File: src/rtl/fetch_issue_queue_if.sv
// rtl/fetch_issue_queue_if.sv - fetch-side push and issue-side pop signals of the fetch/issue queue
interface fetch_issue_queue_if #(
  parameter int DEPTH = 8,
  parameter int PC_W  = 8
);
  localparam int CW = $clog2(DEPTH) + 1;

  logic            flush;
  logic            stall;
  logic [1:0]      in_valid;
  logic [31:0]     in_inst0;
  logic [31:0]     in_inst1;
  logic [PC_W-1:0] in_pc;
  logic            in_ready;
  logic [1:0]      out_valid;
  logic [31:0]     out_inst0;
  logic [31:0]     out_inst1;
  logic [PC_W-1:0] out_pc0;
  logic [PC_W-1:0] out_pc1;
  logic [CW-1:0]   count;

  modport master (
    output flush, stall, in_valid, in_inst0, in_inst1, in_pc,
    input  in_ready, out_valid, out_inst0, out_inst1, out_pc0, out_pc1, count
  );

  modport slave (
    input  flush, stall, in_valid, in_inst0, in_inst1, in_pc,
    output in_ready, out_valid, out_inst0, out_inst1, out_pc0, out_pc1, count
  );
endinterface

File: src/rtl/fetch_issue_queue.sv
// rtl/fetch_issue_queue.sv - dual-wide fetch/issue circular queue with slot1 pairing hazard checks
module fetch_issue_queue #(
  parameter int DEPTH = 8,
  parameter int PC_W  = 8
) (
  input  logic                clk,
  input  logic                reset,
  fetch_issue_queue_if.slave  fif
);
  localparam int AW = $clog2(DEPTH);
  localparam int CW = AW + 1;

  localparam logic [6:0] OP_OP     = 7'b0110011;
  localparam logic [6:0] OP_IMM    = 7'b0010011;
  localparam logic [6:0] OP_LOAD   = 7'b0000011;
  localparam logic [6:0] OP_STORE  = 7'b0100011;
  localparam logic [6:0] OP_BRANCH = 7'b1100011;
  localparam logic [6:0] OP_JAL    = 7'b1101111;
  localparam logic [6:0] OP_JALR   = 7'b1100111;
  localparam logic [6:0] OP_LUI    = 7'b0110111;
  localparam logic [6:0] OP_AUIPC  = 7'b0010111;

  logic [31:0]     inst_mem [DEPTH];
  logic [PC_W-1:0] pc_mem   [DEPTH];

  logic [AW-1:0] head;
  logic [AW-1:0] tail;
  logic [CW-1:0] cnt;

  logic [AW-1:0] head_nxt1;
  logic [AW-1:0] tail_nxt1;
  logic          push0;
  logic          push1;
  logic [1:0]    push_n;
  logic [1:0]    pop_n;
  logic [31:0]   slot0_inst;
  logic [31:0]   slot1_inst;
  logic          has_one;
  logic          has_two;
  logic          hazard;

  function automatic logic writes_rd(input logic [6:0] op);
    case (op)
      OP_OP, OP_IMM, OP_LOAD, OP_JAL, OP_JALR, OP_LUI, OP_AUIPC: writes_rd = 1'b1;
      default:                                                  writes_rd = 1'b0;
    endcase
  endfunction

  function automatic logic reads_rs1(input logic [6:0] op);
    case (op)
      OP_LUI, OP_AUIPC, OP_JAL: reads_rs1 = 1'b0;
      default:                  reads_rs1 = 1'b1;
    endcase
  endfunction

  function automatic logic reads_rs2(input logic [6:0] op);
    case (op)
      OP_OP, OP_STORE, OP_BRANCH: reads_rs2 = 1'b1;
      default:                    reads_rs2 = 1'b0;
    endcase
  endfunction

  function automatic logic is_ctrl(input logic [6:0] op);
    case (op)
      OP_BRANCH, OP_JAL, OP_JALR: is_ctrl = 1'b1;
      default:                    is_ctrl = 1'b0;
    endcase
  endfunction

  function automatic logic is_mem(input logic [6:0] op);
    case (op)
      OP_LOAD, OP_STORE: is_mem = 1'b1;
      default:           is_mem = 1'b0;
    endcase
  endfunction

  assign head_nxt1 = head + 1'b1;
  assign tail_nxt1 = tail + 1'b1;

  // Acceptance looks only at registered occupancy, so a same-cycle pop never earns credit.
  always_comb begin
    fif.in_ready = (cnt <= CW'(DEPTH - 2));
    push0        = fif.in_ready & ~fif.flush & fif.in_valid[0];
    push1        = push0 & fif.in_valid[1];
    push_n       = {1'b0, push0} + {1'b0, push1};
  end

  always_comb begin
    has_one    = (cnt >= CW'(1));
    has_two    = (cnt >= CW'(2));
    slot0_inst = inst_mem[head];
    slot1_inst = inst_mem[head_nxt1];

    fif.out_inst0 = has_one ? slot0_inst       : '0;
    fif.out_pc0   = has_one ? pc_mem[head]      : '0;
    fif.out_inst1 = has_two ? slot1_inst       : '0;
    fif.out_pc1   = has_two ? pc_mem[head_nxt1] : '0;
  end

  // Slot1 is withheld when it depends on slot0, follows a redirect, or would double up on the LSU.
  always_comb begin
    hazard = 1'b0;
    if (writes_rd(slot0_inst[6:0]) && (slot0_inst[11:7] != 5'd0)) begin
      if (reads_rs1(slot1_inst[6:0]) && (slot1_inst[19:15] == slot0_inst[11:7]))
        hazard = 1'b1;
      if (reads_rs2(slot1_inst[6:0]) && (slot1_inst[24:20] == slot0_inst[11:7]))
        hazard = 1'b1;
    end
    if (is_ctrl(slot0_inst[6:0]))
      hazard = 1'b1;
    if (is_mem(slot0_inst[6:0]) && is_mem(slot1_inst[6:0]))
      hazard = 1'b1;
  end

  always_comb begin
    fif.out_valid    = 2'b00;
    fif.out_valid[0] = has_one & ~fif.stall & ~fif.flush;
    fif.out_valid[1] = fif.out_valid[0] & has_two & ~hazard;
    pop_n            = {1'b0, fif.out_valid[0]} + {1'b0, fif.out_valid[1]};
  end

  assign fif.count = cnt;

  always_ff @(posedge clk or negedge reset) begin
    if (!reset) begin
      head <= '0;
      tail <= '0;
      cnt  <= '0;
    end else if (fif.flush) begin
      head <= tail;
      cnt  <= '0;
    end else begin
      head <= head + AW'(pop_n);
      tail <= tail + AW'(push_n);
      cnt  <= cnt + CW'(push_n) - CW'(pop_n);
    end
  end

  // Entry storage needs no reset: nothing is visible beyond the registered count.
  always_ff @(posedge clk) begin
    if (push0) begin
      inst_mem[tail] <= fif.in_inst0;
      pc_mem[tail]   <= fif.in_pc;
    end
    if (push1) begin
      inst_mem[tail_nxt1] <= fif.in_inst1;
      pc_mem[tail_nxt1]   <= fif.in_pc + PC_W'(4);
    end
  end
endmodule

File: src/flat_wrapper.sv
// flat-port wrapper written by rule: the top's interface ports become plain ports
module fetch_issue_queue_flat 
#(
  parameter int DEPTH = 8,
  parameter int PC_W  = 8
)
  (clk, reset, fif_flush, fif_stall, fif_in_valid, fif_in_inst0, fif_in_inst1, fif_in_pc, fif_in_ready, fif_out_valid, fif_out_inst0, fif_out_inst1, fif_out_pc0, fif_out_pc1, fif_count);
  fetch_issue_queue_if #(.DEPTH(DEPTH), .PC_W(PC_W)) fif_i ();
  input  logic clk;
  input  logic reset;
  input wire logic [$bits(fif_i.flush)-1:0] fif_flush;
  input wire logic [$bits(fif_i.stall)-1:0] fif_stall;
  input wire logic [$bits(fif_i.in_valid)-1:0] fif_in_valid;
  input wire logic [$bits(fif_i.in_inst0)-1:0] fif_in_inst0;
  input wire logic [$bits(fif_i.in_inst1)-1:0] fif_in_inst1;
  input wire logic [$bits(fif_i.in_pc)-1:0] fif_in_pc;
  output wire logic [$bits(fif_i.in_ready)-1:0] fif_in_ready;
  output wire logic [$bits(fif_i.out_valid)-1:0] fif_out_valid;
  output wire logic [$bits(fif_i.out_inst0)-1:0] fif_out_inst0;
  output wire logic [$bits(fif_i.out_inst1)-1:0] fif_out_inst1;
  output wire logic [$bits(fif_i.out_pc0)-1:0] fif_out_pc0;
  output wire logic [$bits(fif_i.out_pc1)-1:0] fif_out_pc1;
  output wire logic [$bits(fif_i.count)-1:0] fif_count;
  assign fif_i.flush = fif_flush;
  assign fif_i.stall = fif_stall;
  assign fif_i.in_valid = fif_in_valid;
  assign fif_i.in_inst0 = fif_in_inst0;
  assign fif_i.in_inst1 = fif_in_inst1;
  assign fif_i.in_pc = fif_in_pc;
  assign fif_in_ready = fif_i.in_ready;
  assign fif_out_valid = fif_i.out_valid;
  assign fif_out_inst0 = fif_i.out_inst0;
  assign fif_out_inst1 = fif_i.out_inst1;
  assign fif_out_pc0 = fif_i.out_pc0;
  assign fif_out_pc1 = fif_i.out_pc1;
  assign fif_count = fif_i.count;
  fetch_issue_queue #(.DEPTH(DEPTH), .PC_W(PC_W)) u_core (.clk(clk), .reset(reset), .fif(fif_i));
endmodule
File: config.mk
export PLATFORM = sky130hd
export DESIGN_NAME = fetch_issue_queue_flat
export DESIGN_NICKNAME = d
export VERILOG_FILES = /design/src/rtl/fetch_issue_queue_if.sv /design/src/rtl/fetch_issue_queue.sv /design/src/flat_wrapper.sv
export SDC_FILE = /design/constraint.sdc
export NUM_CORES = 1
export LEC_CHECK = 0
export CAP_MARGIN = 20
export CORE_ASPECT_RATIO = 0.8
export CORE_MARGIN = 4
export CORE_UTILIZATION = 65
export CTS_BUF_LIST = sky130_fd_sc_hd__clkbuf_4 sky130_fd_sc_hd__clkbuf_8
export DETAILED_ROUTE_END_ITERATION = 7
export GPL_ROUTABILITY_DRIVEN = 0
export PLACE_DENSITY = 0.94
export SYNTH_ARGS = -nofsm -noshare
export SYNTH_HDL_FRONTEND = slang
export SYNTH_SLANG_ARGS = --single-unit
File: constraint.sdc
create_clock -name clk -period 8.49 [get_ports clk]
set_input_delay 1.698 -clock clk [delete_from_list [all_inputs] [get_ports clk]]
set_output_delay 1.698 -clock clk [all_outputs]
set_load 0.03 [all_outputs]
==> results.yml <==
run_status:
  status: "finished, violations left"
  failed_checks: "design-rule violations"
placement:
  dp_slack_ns: 2.17
  placed_area_sq_um: 21700
  numPortBuffers: 164
  placed_cells: 1943
  dp_hpwl_mm: 35.5
synth:
  ys_dominant_reg_cell: "edfxtp_1"
  synth_common_cells: "320 x edfxtp_1, 291 x nand2_1, 179 x mux2_2"
  yosys-top-cells-area: "edfxtp_1 49%, mux4_2 16%, mux2_2 10%"
  syn_avg_cell_area_sq_um: 13.6
  synth-edff-count: 320
  synthesis.nets: 1543
  yosysMostFrequentCell: "edfxtp_1"
  synth_warnings: 0
  async_flop_share_pct: 3.03
  yosys_register_bits: 330
  synthDistinctLibCells: 59
  syn_inst: 1448
  synth.largest_area_cell: "edfxtp_1"
  syn-cell-area_sq_um: 19700
  yosysSeqAreaShare_pct: 50.0
  yosysTopAreaCellShare_pct: 48.8
route:
  dr.pass1.iters: 8
  drtIter0Drc: 2798
  vias_per_cell: 7.19
  wl_per_cell_microns: 29.4
  drt_wl_total_mm: 60.0
  postRouteAntennaNets: 0
  vias: 14700
  remaining_drc_errors: 5
finish:
  fill_cells: 1611
  area_growth_pct: 15.1
  register_area_sq_um: 9870
  multiInputGateArea_sq_um: 9360
  layoutNonFillerInstCount: 2040
  final_area_sq_um: 22700
  drive_above_1_share_pct: 28.2
  fin_nets: 1688
hold_path:
  min_from: "u_core.tail[2]"
  holdPathStages: 1
  worst_hold_path_type: "reg2reg"
critical_path:
  worstSetupPathType: "reg2out"
  r2r_start: "u_core.head[0]"
  r2r_cells: 17
  crit_path_end_kind: "output pin"
  critPathArrivalTime_ns: 5.74
  critPathMaxFanout: 46
  start_kind: "flip-flop"
  crit_start: "u_core.head[0]"
  critical_path_required_ns: 6.79
floorplan:
  die_h_microns: 164
  io_pins: 165
  die_w_microns: 203
  rows: 56
  core_sq_um: 29600
  die_area_sq_um: 33200
  start_util_pct: 66.6
clock_network:
  root_buffer: "clkbuf_8"
  cts_tree: "built"
  postCtsSetupBuffers: 0
  clock_latency_ns: 0.61
  clockBufferDepth: 3
  clkSinkCount: 330
  holdBufCountCts: 0
  path_clk_slew_ns: 0.07
  cts_buffers: 52
  cts_max_level: 2
  post_cts_resized: 0
power_and_ir_drop:
  leakage_nw: 7.95
  max-vdd-ir-drop_uv: 222
  power.density_nw_per_um2: 376
  finalPower_w: 0.00854
global_routing:
  antenna_found_initial: 3
  track_usage_pct: 35.6
  grt_pass1_wl_mm: 89.3
  grt_overflow: 0
  grt_start_max_net_pins: 72
  grt_pass1_vias: 15000
timing:
  worst_slack_ns: 1.05
  max_freq_mhz: 134
  maxSlewHeadroom_pct: 28.5
  setup_tns_ns: 0
  finClkSkew_ns: 0.0195
  period_needed_ns: 7.44
  period_share_pct: 87.6
  hold_viol: 0
  tightest_slew_ns: 1.07
  setup_viol: 0
  rsz0062_at_grt: "no"
  drv_slew: 0
run:
  drv_cap: 0
## report_power, final
group	internal, W	total [W]	switching (W)
Clock	0.000647	0.00129	0.000647
Sequential	0.00201	0.00220	0.000189
Combinational	0.00203	0.00505	0.00302
Total	0.00468	0.00854	0.00385
## stage by stage
step                      util, %  hold slack, ns
after global placement       73.3           0.586
after floorplan                 -           0.591
final                        76.7           0.689
after detailed placement     73.3           0.627
after global routing         76.7           0.688
after CTS                    76.6           0.655
## layout by cell type (no fill, tap or decap), types with 13 or more instances in the layout
master           instances
a21oi_1                 30
buf_4                   29
clkbuf_4                17
clkbuf_8                52
clkdlybuf4s50_1        164
clkinv_1                13
edfxtp_1               320
inv_1                   19
mux2_1                  21
mux2_2                 179
mux2i_1                 63
mux4_2                 139
nand2_1                289
nor2_1                  94
xnor2_1                 21
xor2_1                  32
## metal layers
layer	track usage (%)	wire length, microns
met5	0	13
met4	19.9	3840
met3	10.4	8900
met2	55.2	27700
met1	45.9	19600
## critical path: stages (launching register included)
cell and delay [ns]:
dfrtp_4 0.92, ha_4 0.31, xor2_4 0.86, buf_4 0.48
mux2i_1 0.20, a22oi_1 0.36, nand2_1 0.19, a41oi_1 0.29
o21ai_0 0.15, nor3_1 0.53, clkdlybuf4s50_1 0.80
## kinds of logic after synthesis
kind of cell    share of synthesized area (%)
buf+inv                                  3.30
compound gates                           2.69
mux                                      31.4
flops                                    50.0
fa+ha+maj                                1.23
xor+xnor                                 2.48
simple gates                             8.83
## final timing paths
| path | to | slack [ns] |
|---|---|---|
| max | fif_out_valid[1] | 1.05 |
| max in group asynchronous | u_core.head[1] | 6.69 |
| min in group asynchronous | u_core.tail[2] | 1.42 |
| max reg2reg | u_core.fif.count[3] | 2.34 |
| min | u_core.tail[2] | 0.69 |
| min reg2reg | u_core.tail[2] | 0.69 |
## flip-flops by register name (all words and copies together), names as in the netlist
register and cells:
u_core.inst_mem 256, u_core.pc_mem 64, u_core.fif.count 4, u_core.head 3
u_core.tail 3
## cell type report
class	count	share of cell area (%)
diodes	2	0.0221
clock buffers	69	3.72
clock inverters	24	0.529
inverters	20	0.331
multi-input cells	994	41.3
flip-flops and latches	330	43.5
well taps	406	2.24
repair buffers	195	8.40
Note: power is estimated with default switching activity, not from simulation.
